$ cat config.mk
export PLATFORM = sky130hd
export DESIGN_NAME = bp_perf_monitor
export DESIGN_NICKNAME = d
export VERILOG_FILES = /design/src/rtl/bp_perf_monitor.sv
export SDC_FILE = /design/constraint.sdc
export NUM_CORES = 1
export LEC_CHECK = 0
export ABC_AREA = 1
export CORE_ASPECT_RATIO = 1.2
export CORE_MARGIN = 1
export CORE_UTILIZATION = 46
export CTS_BUF_LIST = sky130_fd_sc_hd__clkbuf_8
export DETAILED_ROUTE_END_ITERATION = 10
export GPL_ROUTABILITY_DRIVEN = 1
export HOLD_SLACK_MARGIN = 0.03
export PLACE_DENSITY = 0.71
export SLEW_MARGIN = 0
export SYNTH_ARGS = -nofsm -noshare
export SYNTH_HDL_FRONTEND = slang
export SYNTH_SLANG_ARGS = --single-unit
$ cat constraint.sdc
create_clock -name clk -period 10.8 [get_ports clk]
set_input_delay 3.24 -clock clk [delete_from_list [all_inputs] [get_ports clk]]
set_output_delay 3.24 -clock clk [all_outputs]
set_load 0.03 [all_outputs]
$ cat src/rtl/bp_perf_monitor.sv
// Branch-prediction performance monitor: samples core debug outputs each cycle,
// keeps saturating event counters, sticky saturation flags and the last flush PC.
module bp_perf_monitor #(
    parameter int CNT_W = 32
) (
    input  logic        clk,
    input  logic        rst,
    input  logic        en,
    input  logic        clr,
    input  logic        rst_out,
    input  logic        hit_2,
    input  logic        stall_2,
    input  logic [31:0] inst_2,
    input  logic [31:0] pc_2,
    input  logic        rd_req,
    input  logic [2:0]  rd_addr,
    output logic        rd_valid,
    output logic [31:0] rd_data
);

    localparam int NUM_CNT = 6;
    localparam int EV_CYC  = 0;
    localparam int EV_STL  = 1;
    localparam int EV_BR   = 2;
    localparam int EV_JMP  = 3;
    localparam int EV_FLU  = 4;
    localparam int EV_HIT  = 5;

    localparam logic [CNT_W-1:0] CNT_MAX = '1;

    localparam logic [6:0] OP_BRANCH = 7'b1100011;
    localparam logic [6:0] OP_JAL    = 7'b1101111;
    localparam logic [6:0] OP_JALR   = 7'b1100111;

    logic [CNT_W-1:0]   cnt_q [NUM_CNT];
    logic [CNT_W-1:0]   cnt_d [NUM_CNT];
    logic [NUM_CNT-1:0] sticky_q, sticky_d;
    logic [31:0]        flush_pc_q, flush_pc_d;
    logic               rd_valid_q, rd_valid_d;
    logic [31:0]        rd_data_q, rd_data_d;

    logic [NUM_CNT-1:0] ev;
    logic [6:0]         opcode;
    logic               is_br, is_jmp;
    logic [31:0]        cnt_ext [NUM_CNT];

    // Only the opcode field matters for event decode.
    logic unused_inst_hi;
    assign unused_inst_hi = ^inst_2[31:7];

    assign opcode = inst_2[6:0];
    assign is_br  = (opcode == OP_BRANCH);
    assign is_jmp = (opcode == OP_JAL) || (opcode == OP_JALR);

    always_comb begin
        ev         = '0;
        ev[EV_CYC] = en;
        ev[EV_STL] = en && stall_2;
        ev[EV_BR]  = en && !stall_2 && is_br;
        ev[EV_JMP] = en && !stall_2 && is_jmp;
        ev[EV_FLU] = en && rst_out;
        ev[EV_HIT] = en && hit_2 && !stall_2;
    end

    // NOTE: every always_comb output gets a default first so no path can infer a latch.
    always_comb begin
        sticky_d = sticky_q;
        for (int i = 0; i < NUM_CNT; i++) begin
            cnt_d[i] = cnt_q[i];
            if (clr) begin
                cnt_d[i] = '0;
            end else if (ev[i] && (cnt_q[i] != CNT_MAX)) begin
                cnt_d[i] = cnt_q[i] + CNT_W'(1);
            end
            sticky_d[i] = !clr && (sticky_q[i] || (cnt_d[i] == CNT_MAX));
        end

        flush_pc_d = flush_pc_q;
        if (clr) begin
            flush_pc_d = '0;
        end else if (ev[EV_FLU]) begin
            flush_pc_d = pc_2;
        end
    end

    always_comb begin
        for (int i = 0; i < NUM_CNT; i++) begin
            cnt_ext[i]            = '0;
            cnt_ext[i][CNT_W-1:0] = cnt_q[i];
        end
    end

    // Read mux looks at current state, so the returned value excludes this cycle's event.
    always_comb begin
        rd_valid_d = rd_req;
        rd_data_d  = rd_data_q;
        if (rd_req) begin
            case (rd_addr)
                3'd0:    rd_data_d = cnt_ext[EV_CYC];
                3'd1:    rd_data_d = cnt_ext[EV_STL];
                3'd2:    rd_data_d = cnt_ext[EV_BR];
                3'd3:    rd_data_d = cnt_ext[EV_JMP];
                3'd4:    rd_data_d = cnt_ext[EV_FLU];
                3'd5:    rd_data_d = cnt_ext[EV_HIT];
                3'd6:    rd_data_d = flush_pc_q;
                default: rd_data_d = {26'b0, sticky_q};
            endcase
        end
    end

    // NOTE: sequential state uses non-blocking assignments so every flop samples pre-edge values.
    always_ff @(posedge clk or posedge rst) begin
        if (rst) begin
            // NOTE: the counters are a handful of flops, not a RAM, so they are reset element by element.
            for (int i = 0; i < NUM_CNT; i++) begin
                cnt_q[i] <= '0;
            end
            sticky_q   <= '0;
            flush_pc_q <= '0;
            rd_valid_q <= 1'b0;
            rd_data_q  <= '0;
        end else begin
            for (int i = 0; i < NUM_CNT; i++) begin
                cnt_q[i] <= cnt_d[i];
            end
            sticky_q   <= sticky_d;
            flush_pc_q <= flush_pc_d;
            rd_valid_q <= rd_valid_d;
            rd_data_q  <= rd_data_d;
        end
    end

    assign rd_valid = rd_valid_q;
    assign rd_data  = rd_data_q;

endmodule

==> out/qor.yml, run 1 <==
clock_tree:
  cts-resized-gates: 0
  cts_buffers: 46
  cts_tree: "yes"
  clock_latency_ns: 0.60
  cts.sinks: 263
  h-tree-depth: 2
  ctsRootBufferMaster: "clkbuf_8"
  holdBufCountCts: 0
  clockBufferDepth: 3
  cts.clk_slew.worst_paths_ns: 0.06
  post-cts-setup-buffers: 0
synthesis:
  synth_mux_area_share_pct: 1.25
  synthAdderAreaFrac_pct: 0.423
  synth-simple-area-share_pct: 42.3
  ys.flop_type: "dfrtp_1"
  yosys.area_share.xor_xnor_pct: 1.18
  synth_edf_count: 0
  async_flop_share_pct: 100
  synth_nets: 2867
  ys_ff_latch: 263
  synth.avg_cell_area_um2: 6.38
  synth_compound_area_share_pct: 8.44
  ys.warnings.count: 0
  synth_area_um2: 17800
  yosysUniqueCellTypes: 43
  yosysSeqAreaShare_pct: 37.0
  synth_top_family_by_area: "simple AND/OR/NAND/NOR gates"
  synth_cells: 2786
run:
  max-cap-violations: 0
timing:
  worstMarginPinSlew_ns: 1.19
  fin_setup_tns_ns: 0
  max_clock_freq_mhz: 155
  min_period_ns: 6.47
  finalHoldViolCount: 0
  setup_viol: 0
  rsz0062_at_grt: "false"
  timing.final.crit_share_pct: 59.9
  max_slew_margin_pct: 20.5
  finalClockSkew_ns: 0.0257
  finalMaxSlewViolations: 0
route:
  wl_per_cell_um: 19.6
  first_pass_iters: 7
  drc: 0
  routed_wl_mm: 65.8
  ant_nets: 0
  drt_iter0_markers: 1973
  via_per_inst: 5.66
  vias: 19000
power:
  p_sw_uw: 567
  power_density_nw_per_um2: 108
  pwr-share-comb_pct: 7.4
  p_leak_uw: 0.00884
  clkPwrFrac_pct: 45.2
  sw_frac_of_total_pct: 26.5
  internal_power_uw: 1570
  seq_power_share_pct: 47.4
  ir_drop_v: 0.0000877
grt:
  antenna_found_initial: 1
  grt_pass1_wl_mm: 102
  grt_max_degree: 138
  track_usage_pct: 33.6
  grt_pass1_vias: 17900
  grt_overflow: 0
final_layout:
  final_nets: 2920
  layout_common_cells: "nand2_1 (845), nor2_1 (499), inv_1 (342)"
  mostFrequentLayoutCell: "nand2_1"
  diodes: 0
  finalCoreUtilization_pct: 52.2
  syn2layout_area_growth_pct: 11.6
  drive_gt1_share_pct: 5.19
worst_setup_path:
  worstSetupPathType: "input pin to flop"
  path_delay_family: "simple AND/OR/NAND/NOR gates"
  crit_start: "en"
  start_kind: "input pin"
  cpMaxStageDelayCell: "clkdlybuf4s50_1"
  r2r-start: "cnt_ext[96]$_DFF_PP0_"
  arrival_ns: 6.98
  cp.required_ns: 11.32
  slowest_delay_ns: 0.85
  cp_cell_sequence: "clkdlybuf4s50_1 -> nand2_1 -> nor2_2 -> nand3_2 -> inv_2 -> nand2_1 -> inv_2 -> nor2_1 -> nor2_2 -> nand2_1 -> nor2_1 -> nand2_1 -> nor2_1 -> nand3_1 -> a21oi_1"
  crit_top_cell: "nand2_1"
  worst_setup_path_end_kind: "flop"
  crit_fanout: 20
  cp.buffers_inverters: 3
floorplanning:
  pin_count: 108
  start_util_pct: 46.8
  core_um2: 38000
  die_height_um: 217
  die_area_um2: 39400
  fp.dieW_um: 181
  rows: 78
placement:
  portBuffers: 82
  gp_congestion: 1.03
  dp_hpwl_mm: 49.7
outcome:
  status: "completed"
worst_hold_path:
  hp-start: "rd_data[21]$_DFFE_PP0P_"
  hold_class: "flop to flop"
==> Yosys cell counts, types with 3 or more instances <==
master | n | area share [%]
o22ai_1 | 37 | 1.3
inv_2 | 11 | 0.23
nand3_2 | 5 | 0.28
buf_1 | 11 | 0.23
nor3b_1 | 4 | 0.17
a21oi_1 | 100 | 2.8
nor3_2 | 4 | 0.23
buf_2 | 23 | 0.65
buf_6 | 4 | 0.25
o221ai_1 | 6 | 0.30
nor2_2 | 24 | 0.84
a22oi_1 | 6 | 0.25
mux2_2 | 18 | 1.1
o2111ai_1 | 10 | 0.49
ha_1 | 6 | 0.42
nand2_2 | 3 | 0.11
o21ai_1 | 3 | 0.084
o21ai_0 | 58 | 1.6
a221oi_1 | 25 | 1.2
nand4_1 | 57 | 2.0
inv_1 | 329 | 7.0
clkbuf_1 | 44 | 0.93
nand3b_1 | 3 | 0.13
nand2_1 | 845 | 18
xnor2_1 | 3 | 0.15
nand3_1 | 327 | 9.2
nor2_4 | 3 | 0.19
xor2_1 | 21 | 1.0
nor2_1 | 499 | 11
buf_4 | 3 | 0.13
dfrtp_1 | 263 | 37
nor3_1 | 16 | 0.45
==> registers in the layout, indices dropped and copies added, names as in the netlist <==
name and count:
cnt_ext 192, flush_pc_q 32, rd_data 32, rd_valid 1
sticky_q 6
==> cells by family (layout without fill, tap and decap cells) <==
kind of cell               count (synthesis)  count (layout)
xor gates and xnor gates                  24              24
muxes                                     20              20
buffers and inverters                    426             511
adders and majority gates                  6               6
DFF                                      263             263
and+or+nand+nor                         1795            1795
AOI/OAI and AO/OA                        252             252
==> final timing paths <==
kind                                                end  slack, ns  cells past startpoint
worst max-delay path              sticky_q[3]$_DFF_PP0_       4.33                     15
worst min-delay path            rd_data[21]$_DFFE_PP0P_       0.50                      1
worst max register to register    sticky_q[2]$_DFF_PP0_       6.91                     15
worst min register to register  rd_data[21]$_DFFE_PP0P_       0.50                      1
max in group asynchronous        cnt_ext[125]$_DFF_PP0_       6.30                      3
min in group asynchronous        cnt_ext[165]$_DFF_PP0_       3.16                      2
==> per-stage QoR <==
| step | std cells | setup slack (ns) | total power, µW | hold WS [ns] | instance area, µm² |
|---|---|---|---|---|---|
| 2_1_floorplan | 2786 | 0.320 | 1120 | 0.466 | 17800 |
| 3_3_place_gp | 3271 | 3.85 | 1190 | 0.483 | 18900 |
| 3_5_place_dp | 3271 | 3.78 | 1190 | 0.497 | 18900 |
| 4_1_cts | 3351 | 4.40 | 2150 | 0.508 | 19800 |
| 5_1_grt | 3351 | 4.12 | 2210 | 0.526 | 19800 |
| 6_report | 3351 | 4.33 | 2140 | 0.505 | 19800 |
==> power by group through the flow <==
stage / clock (µW) / combinational (µW) / sequential [µW]
floorplan: 0 / 87.7 / 1040
CTS: 979 / 159 / 1010
finish: 966 / 159 / 1010
global placement: 0 / 155 / 1030
detailed placement: 0 / 158 / 1030
global route: 1020 / 175 / 1020
==> metal layers <==
| layer | up-vias | track usage, % | wire (µm) |
|---|---|---|---|
| met1 | 8882 | 42.5 | 26700 |
| li1 | 9042 | - | - |
| met2 | 825 | 54.8 | 30200 |
| met3 | 203 | 5.04 | 4810 |
| met4 | 0 | 19.6 | 4130 |
| met5 | - | 0 | 0 |
==> area by class of cell <==
type,instances,area [µm²]
Multi-Input combinational cell,2097,9520
Clock inverter,19,103
Clock buffer,61,840
Timing Repair Buffer,90,883
Tap cell,480,601
Sequential cell,263,6580
Fill cell,3922,18100
Inverter,341,1290
Note: power is estimated with default switching activity, not from simulation.
==> inputs of run 2 (changes only) <==
- PLACE_DENSITY: 0.71 -> 0.68
- clock period: 10.8 -> 6 ns (I/O delays scaled with it)
==> run 2 against run 1 <==
Effect of this change: clock power rose by 98%; cell count rose by 0.48%; global-route usage fell by 0.47 points; design area rose by 1.2%; clock-buffer cell count fell by 6; die area did not move; sequential share of layout area fell by 0.39 points; critical path depth rose by 1; first-iteration DRC count fell by 8.9%; non-clock buffer count rose by 14; power rose by 89%; routed wire length fell by 1.0%.
==> out/qor.yml, run 2 (same netlist as run 1, synthesis figures left out) <==
clock_tree:
  holdBufCountCts: 0  # unchanged
  cts-resized-gates: 0  # unchanged
  clockBufferDepth: 3  # unchanged
  cts.sinks: 263  # unchanged
  cts_tree: "yes"
  cts.clk_slew.worst_paths_ns: 0.07  # about the same
  h-tree-depth: 2  # unchanged
  post-cts-setup-buffers: 0  # unchanged
  cts_buffers: 47  # +2.2%
  clock_latency_ns: 0.61  # about the same
  ctsRootBufferMaster: "clkbuf_8"
floorplanning:
  pin_count: 108  # unchanged
  core_um2: 38000  # unchanged
  fp.dieW_um: 181  # unchanged
  rows: 78  # unchanged
  die_height_um: 217  # unchanged
  die_area_um2: 39400  # unchanged
  start_util_pct: 46.8  # unchanged
route:
  route.met3.wl_mm: 5.17  # +7.4%
  met2_length_mm: 29.9  # -1.0%
  m1WireLength_mm: 26.1  # -2.0%
  routed_wl_mm: 65.1  # -1.0%
  drt_iter0_markers: 1797  # -8.9%
  wl_per_cell_um: 19.3  # -1.5%
  vias: 19000  # +0.069%
  drc: 0  # unchanged
  top_layer_used: "met5"
  via_per_inst: 5.63  # -0.41%
  first_pass_iters: 7  # unchanged
  ant_nets: 0  # unchanged
worst_setup_path:
  crit_start: "stall_2"
  cp_cell_sequence: "clkdlybuf4s50_1 -> inv_1 -> nand2_1 -> nor2_2 -> nand3_2 -> inv_2 -> nand2_1 -> inv_2 -> nor2_1 -> nor2_2 -> nand2_1 -> nor2_1 -> nand2_1 -> nor2_1 -> nand3_1 -> a21oi_1"
  crit_fanout: 20  # unchanged
  rrSetupSlack_ns: 2.26  # -4.65 ns
  worst_setup_path_end_kind: "flop"
  r2r-start: "cnt_ext[96]$_DFF_PP0_"
  cp.required_ns: 6.51  # -4.81 ns
  cpMaxStageDelayCell: "clkdlybuf4s50_1"
  worstSetupPathType: "input pin to flop"
  crit_top_cell: "nand2_1"
  arrival_ns: 5.08  # -1.90 ns
  start_kind: "input pin"
  slowest_delay_ns: 0.54  # -0.31 ns
power:
  ir_drop_v: 0.000157  # +79%
  p_leak_uw: 0.00894  # +1.1%
  power_density_nw_per_um2: 201  # +86%
  p_total_uw: 4040  # +89%
final_layout:
  drive_gt1_share_pct: 5.82  # +0.63 points
  layout_common_cells: "nand2_1 (845), nor2_1 (499), inv_1 (339)"
  syn2layout_area_growth_pct: 12.9
  fin_area_um2: 20100  # +1.2%
  final_nets: 2935  # +0.51%
  diodes: 0  # unchanged
  largest_register_ffs: 192  # unchanged
  mostFrequentLayoutCell: "nand2_1"
timing:
  fin_ws_ns: 1.43  # -2.90 ns
  whs_ns: 0.504  # -0.000268 ns
  max_slew_margin_pct: 21.3  # +0.86 points
  timing.final.crit_share_pct: 76.1
  setup_viol: 0  # unchanged
  max_clock_freq_mhz: 219
  finalHoldViolCount: 0  # unchanged
  rsz0062_at_grt: "false"
  fin_setup_tns_ns: 0  # unchanged
  worstMarginPinSlew_ns: 1.18  # -0.0129 ns
  finalMaxSlewViolations: 0  # unchanged
  finalClockSkew_ns: 0.0304  # +0.00472 ns
  min_period_ns: 4.57
worst_hold_path:
  hold_class: "flop to flop"
  hp-start: "rd_data[27]$_DFFE_PP0P_"
grt:
  grt_max_degree: 117  # -15%
  grt_pass1_wl_mm: 99.8  # -1.8%
  grt_pass1_vias: 17600  # -1.4%
  track_usage_pct: 33.2  # -0.47 points
  grt_overflow: 0  # unchanged
  antenna_found_initial: 2  # +1
placement:
  dpl_worst_slack_ns: 0.959  # -2.82 ns
  place_area_um2: 19000  # +0.74%
  portBuffers: 82  # unchanged
  dp_hpwl_mm: 50.2  # +1.0%
  gp_congestion: 0.999  # -3.1%
outcome:
  status: "completed"
run:
  max-cap-violations: 0  # unchanged
==> run 2: final cells by class <==
| cell class | count | area, µm² |
|---|---|---|
| fillers | 3856 | 17900 |
| multi-input cells | 2097 | 9520 |
| flip-flops and latches | 263 | 6580 |
| inverters | 341 | 1290 |
| repair buffers | 104 | 1030 |
| clock buffers | 55 | 757 |
| well taps | 480 | 601 |
| clock inverters | 27 | 279 |
==> run 2: path summary, 6_finish.rpt <==
check	endpoint	cells after the start
max reg2reg	sticky_q[2]$_DFF_PP0_	15
max in group asynchronous	cnt_ext[79]$_DFF_PP0_	3
max	sticky_q[3]$_DFF_PP0_	16
min reg2reg	rd_data[27]$_DFFE_PP0P_	1
min in group asynchronous	cnt_ext[161]$_DFF_PP0_	2
min	rd_data[27]$_DFFE_PP0P_	1
==> run 2: report_power, final <==
part           internal, µW  leakage, µW  total (µW)  switching, µW
logic                  92.6      0.00473         296            203
clock network          1090     0.000567        1910            820
registers              1800      0.00364        1830           26.5
total                  2990      0.00894        4040           1050
==> run 2: critical path: cells and delay by family <==
kind / cells / cell delay (ns)
and+or+nand+nor: 11 / 1.77
buffers and inverters: 4 / 1.35
AOI/OAI and AO/OA: 1 / 0.12
==> run 2: through the flow <==
| stage | util [%] | std cells |
|---|---|---|
| floorplan | - | 2786 |
| global placement | 50.1 | 3285 |
| detailed placement | 50.1 | 3285 |
| CTS | 52.8 | 3367 |
| global route | 52.8 | 3367 |
| finish | 52.8 | 3367 |
==> run 2: routing by layer <==
layer	GRT usage, %	vias to the layer above
met1	42.3	8781
met4	18.8	2
met2	54.1	909
met5	0	-
met3	4.50	195
li1	-	9078
